==> config.mk <==
export PLATFORM = sky130hd
export DESIGN_NAME = p2s_lanes
export DESIGN_NICKNAME = d
export VERILOG_FILES = /design/src/rtl/p2s_lanes.sv
export SDC_FILE = /design/constraint.sdc
export NUM_CORES = 1
export LEC_CHECK = 0
export ABC_CLOCK_PERIOD_IN_PS = 2450
export BUFFER_PORTS_ARGS = -buffer_cell sky130_fd_sc_hd__buf_2
export CORE_MARGIN = 2
export CORE_UTILIZATION = 51
export CTS_BUF_LIST = sky130_fd_sc_hd__clkbuf_4
export CTS_CLUSTER_DIAMETER = 150
export DETAILED_ROUTE_END_ITERATION = 6
export PLACE_DENSITY_LB_ADDON = 0.3
export SYNTH_ARGS = -nofsm -noshare
export SYNTH_HDL_FRONTEND = slang
export SYNTH_SLANG_ARGS = --single-unit
==> constraint.sdc <==
create_clock -name clk -period 2.45 [get_ports clk]
set_clock_uncertainty 0.05 [all_clocks]
set_input_delay 0.1225 -clock clk [delete_from_list [all_inputs] [get_ports clk]]
set_output_delay 0.1225 -clock clk [all_outputs]
set_load 0.05 [all_outputs]
==> src/rtl/p2s_lanes.sv <==
// p2s_lanes: parallel-to-serial converter splitting an N-bit word into K = N/W lanes of W bits
// Ports: clk, rst (async, active-high)
//   par_data/par_valid/par_ready : parallel word in (valid/ready handshake)
//   ser_data/ser_valid/ser_ready/ser_last : serial beats out, ser_last marks beat K-1
// Every output comes straight from a register.
// Define P2S_SKID_EN to add a one-word holding buffer for back-to-back words with no bubble.
module p2s_lanes #(
  parameter int N = 8,
  parameter int W = 1,
  parameter int MSB_FIRST = 1
) (
  input  logic         clk,
  input  logic         rst,
  input  logic [N-1:0] par_data,
  input  logic         par_valid,
  output logic         par_ready,
  output logic [W-1:0] ser_data,
  output logic         ser_valid,
  input  logic         ser_ready,
  output logic         ser_last
);
  localparam int K  = N / W;
  localparam int CW = (K > 1) ? $clog2(K) : 1;

  if ((W < 1) || (W > N) || (N % W != 0)) begin : g_bad_cfg
    $error("p2s_lanes: W must divide N and satisfy 1 <= W <= N");
  end

  typedef enum logic {IDLE, SHIFT} state_t;

  state_t         state_q, state_d;
  logic [N-1:0]   sh_q, sh_d, word, shifted;
  logic [CW-1:0]  cnt_q, cnt_d;
  logic           valid_q, valid_d, last_q, last_d, rdy_q, rdy_d;
  logic           acc, beat, fin, start;

  assign acc     = par_valid & rdy_q;
  assign beat    = valid_q & ser_ready;
  assign fin     = beat & (cnt_q == CW'(K - 1));
  // Zero fill means the register is all zeros once the final lane has left,
  // so ser_data reads 0 in IDLE without extra masking.
  assign shifted = (MSB_FIRST != 0) ? sh_q << W : sh_q >> W;

`ifdef P2S_SKID_EN
  logic [N-1:0] buf_q, buf_d;
  logic         full_q, full_d, load, drain;
  always_comb begin
    // A word arriving on the final-beat edge with the buffer empty goes straight to the shifter.
    start  = ((state_q == IDLE) & acc) | (fin & (full_q | acc));
    word   = full_q ? buf_q : par_data;
    drain  = fin & full_q;
    load   = acc & (state_q == SHIFT) & ~(fin & ~full_q);
    full_d = (full_q & ~drain) | load;
    buf_d  = load ? par_data : buf_q;
    rdy_d  = ~full_d;
  end
  always_ff @(posedge clk or posedge rst) begin
    if (rst) begin
      buf_q  <= '0;
      full_q <= 1'b0;
    end else begin
      buf_q  <= buf_d;
      full_q <= full_d;
    end
  end
`else
  assign start = (state_q == IDLE) & acc;
  assign word  = par_data;
  assign rdy_d = (state_d == IDLE);
`endif

  always_comb begin
    state_d = start ? SHIFT : (fin ? IDLE : state_q);
    sh_d    = start ? word : (beat ? shifted : sh_q);
    cnt_d   = (start | fin) ? '0 : (beat ? cnt_q + CW'(1) : cnt_q);
    valid_d = (state_d == SHIFT);
    last_d  = start ? (K == 1) : (fin ? 1'b0 : (beat ? (cnt_q == CW'(K - 2)) : last_q));
  end

  always_ff @(posedge clk or posedge rst) begin
    if (rst) begin
      state_q <= IDLE;
      sh_q    <= '0;
      cnt_q   <= '0;
      valid_q <= 1'b0;
      last_q  <= 1'b0;
      rdy_q   <= 1'b0;
    end else begin
      state_q <= state_d;
      sh_q    <= sh_d;
      cnt_q   <= cnt_d;
      valid_q <= valid_d;
      last_q  <= last_d;
      rdy_q   <= rdy_d;
    end
  end

  assign par_ready = rdy_q;
  assign ser_valid = valid_q;
  assign ser_last  = last_q;
  assign ser_data  = (MSB_FIRST != 0) ? sh_q[N-1 -: W] : sh_q[W-1:0];
endmodule

### After elaboration in Yosys (flattened, before gate mapping)

Cells that the tools add are included.

* add/subtract/negate cells: 1
* equal/unequal tests: 2
* mux-type cells: 9
* bitwise gates (word level): 7
* reductions and logical operators: 3

Operators by type and width (number)
* $mux W8: 2
* $eq A3 B3 Y1 const B: 2
* $mux W3: 2
* $mux W1: 5
* $and A1 B1 Y1: 4
* $reduce_bool A2 Y1: 2
* $add A3 B1 Y3 const B: 1
* $reduce_bool A3 Y1: 1
* $not A1 Y1: 2
* $or A1 B1 Y1: 1

* bits in registers: 14
* output and inout bits: 4

### Depth between registers and ports, before layout

* depth in word-level cells: 5
* gate-level depth with buffers: 4

### Worst setup path before layout

No wires, ideal clock.

* path type: flip-flop to flip-flop
* from: register state_q
* to: register sh_q[4]
* library setup time: 0.126 ns
* arrival: 1.302 ns
* data required time: 2.274 ns
* setup slack: 0.972 ns
* cell stages (with the launch flop): 4
* buffers on the path: 1
* cells stage by stage: dfrtp_1 -> buf_6 -> nand3b_4 -> a311o_1

* longest elaborated chain between the ends: 3
* elaborated cells on any way between the ends: 5

Ends and longest elaborated chain
* from (decl): RTL line 31 `state_t state_q, state_d;`
* from (signal assigned): RTL line 89 `state_q <= state_d;`
* $not A1 Y1: RTL line 67 `assign start = (state_q == IDLE) & acc;`
* $and A1 B1 Y1: RTL line 67
* $mux W8 / $reduce_bool A2 Y1 (equally long branches)
* to (signal assigned): RTL line 83 `sh_q <= '0;`
* to (signal assigned): RTL line 90 `sh_q <= sh_d;`
* to (decl): RTL line 32 `logic [N-1:0] sh_q, sh_d, word, shifted;`

Parallel ways exist; a longest one is shown, timed or not.
A chain may end at the register's enable or synchronous reset.

### Worst setup path after layout

* from: register state_q
* to: register sh_q[0]

Same word-level chain as after synthesis.

==> run metrics <==
Clock Root Buffer clkbuf_4; Mapped Avg Cell Area 12.3 um2; Routed Antenna Nets 0; final hold vios 0; worst-case reg-to-reg path depth 2; Num Clock Sinks 14; synthesized area 813 um2; chip height 43.9 um; clk_lat worst skew 0.27 ns; Worst slew margin 50.9%; Finished Cell Area 877 um2; fin crit share 69.5%; Nets 96; Worst R2R Start state_q$_DFF_PP0_; status complete, no violations; final setup violating endpoints 0; DIE AREA 0.00193 mm2; grt total ovfl 0; initial drt markers 12; WL final 1400 um; maxcap violations 0; Ports 16; worst IR drop on VDD 0.000534 V; Worst Hold End sh_q[0]$_DFFE_PP0P_; via count 559; Crit. End Element flop; TritonCTS buffer count 3; Worst R2R End sh_q[0]$_DFFE_PP0P_; leakage power 0.436 nW; final hold slack 0.0489 ns; dpl hpwl 945 um; post-synthesis cell count 66; RSZ-0062 raised after global routing no; router iterations before antenna repair 4; cts repair resizes 0; global-route wire length before repair 2280 um; Worst setup SP type flop; Clock transition at path regs 0.07 ns; largest net degree at the start of global routing 30; number of global-route vias before repair 511; CTS tree done; fmax 587 MHz; gpl congestion 0.675; Synth Register Bits 14; CP Class flop to flop; flop2flop setup slack 0.75 ns; final core utilization 58.2%; synth unique cells 21; die width 43.9 um; share of layout cells above drive strength 1 35.4%; Antenna Cells 0; htree depth 1; Yosys Warn Count 0; Worst EP arrival 1.80 ns; Residual DRC 0; crit path time final 1.70 ns; Hold Crit Class primary input to flop; worst-margin pin slew 0.736 ns; initial antenna violation count 0; Rows 14; post-DR vias/cell 5.88; effective utilization at floorplan 54.0%; clk buf depth 2; Placed Instance Area 845 um2; register area share after synthesis 43.1%; drt wl/cell 14.7 um; core area 0.00151 mm2; Final Slew Violations 0; Worst Hold Launch par_data[0]; Area Overhead vs Synth 7.85%; gr usage total 16.5%; setup TNS 0 ns; Worst Path Required 2.55 ns; CP max FO 29; Port Buffers 15; hold path depth 2; pwr dens 1040 mW/mm2; syn nets 81
[report_power, final]
group	internal, mW	switching, mW	leakage, nW	total, mW
clock network	0.0568	0.0634	0.0138	0.120
registers	0.320	0.107	0.179	0.427
logic	0.177	0.185	0.243	0.363
total	0.554	0.355	0.436	0.909
[flip-flops by register name, indices dropped and copies added (netlist names)]
register and cells:
sh_q 8, state_q 1, par_ready 1, ser_last 1, cnt_q 3
[critical path, cell delays in order (launching register included)]
cell and delay (ns):
dfrtp_1 0.82, nand3b_4 0.37, mux2_2 0.35
[area by class of cell]
class                   instances  area, um2
well taps                      16       20.0
fillers                       124        629
clock buffers                   3       22.5
repair buffers                 16       85.1
multi-input cells              44        392
flip-flops and latches         14        350
inverters                       2       7.51
[cells in the mapped netlist, drive strengths merged]
| cell | number | share of area (%) |
|---|---|---|
| a21boi | 2 | 1.8 |
| nor4bb | 6 | 7.4 |
| a31o | 3 | 3.2 |
| ha | 3 | 4.6 |
| nand3b | 1 | 2.5 |
| dfrtp | 14 | 43 |
| nand2 | 2 | 0.92 |
| a32o | 1 | 1.2 |
| inv | 2 | 0.92 |
| and4b | 4 | 5.2 |
| a31oi | 5 | 3.8 |
| a21bo | 6 | 7.4 |
| buf | 5 | 6.2 |
| and3 | 2 | 1.5 |
| clkbuf | 1 | 1.7 |
| a311o | 2 | 2.5 |
| mux2 | 1 | 1.4 |
| nand3 | 5 | 3.1 |
| and4bb | 1 | 1.5 |
[logic make-up after synthesis]
| group | synth area share, % |
|---|---|
| and+or+nand+nor | 22.2 |
| AOI/OAI and AO/OA | 20.0 |
| DFF | 43.1 |
| buffers and inverters | 8.77 |
| adders and majority gates | 4.62 |
| muxes | 1.38 |
[cell usage in the layout, fill, tap and decap left out, types with 3 or more instances in the layout]
cell	count
a21bo_2	6
a31o_1	3
a31oi_1	5
buf_2	15
clkbuf_4	3
dfrtp_1	14
ha_1	3
nand3_1	5
nor4bb_1	6
[what timing repair did]
item                                   in CTS  in global routing
setup buffers                               0                  0
endpoints found under the hold margin      14                  0
hold buffers                                1                  0
[metrics by stage]
stage               power [mW]  std cells  setup slack [ns]
detailed placement       0.794         91             0.748
floorplan                0.753         66             0.972
global route             0.977         95             0.633
finish                   0.909         95             0.747
global placement         0.784         91             0.803
CTS                      0.921         95             0.738
[per-layer routing]
layer  vias up  track usage (%)  wire [um]  share of wire, %
li1        284                -          -                 -
met1       264             23.5        746                53
met2        11             22.6        585                42
met3         0             7.50         69               4.9
met4         0             4.24          0                 0
met5         -                0          0                 0
[worst max-delay path by stage]
| stage | startpoint | end | slack (ns) | cells after the start |
|---|---|---|---|---|
| 3_3_place_gp | state_q$_DFF_PP0_ | sh_q[0]$_DFFE_PP0P_ | 0.80 | 2 |
| 3_5_place_dp | state_q$_DFF_PP0_ | sh_q[0]$_DFFE_PP0P_ | 0.75 | 2 |
| 2_1_floorplan | state_q$_DFF_PP0_ | sh_q[4]$_DFFE_PP0P_ | 0.97 | 3 |
| 4_1_cts | state_q$_DFF_PP0_ | sh_q[0]$_DFFE_PP0P_ | 0.74 | 2 |
| 5_1_grt | state_q$_DFF_PP0_ | sh_q[0]$_DFFE_PP0P_ | 0.63 | 2 |
| 6_report | state_q$_DFF_PP0_ | sh_q[0]$_DFFE_PP0P_ | 0.75 | 2 |
Power figures use the tool's default switching activity.
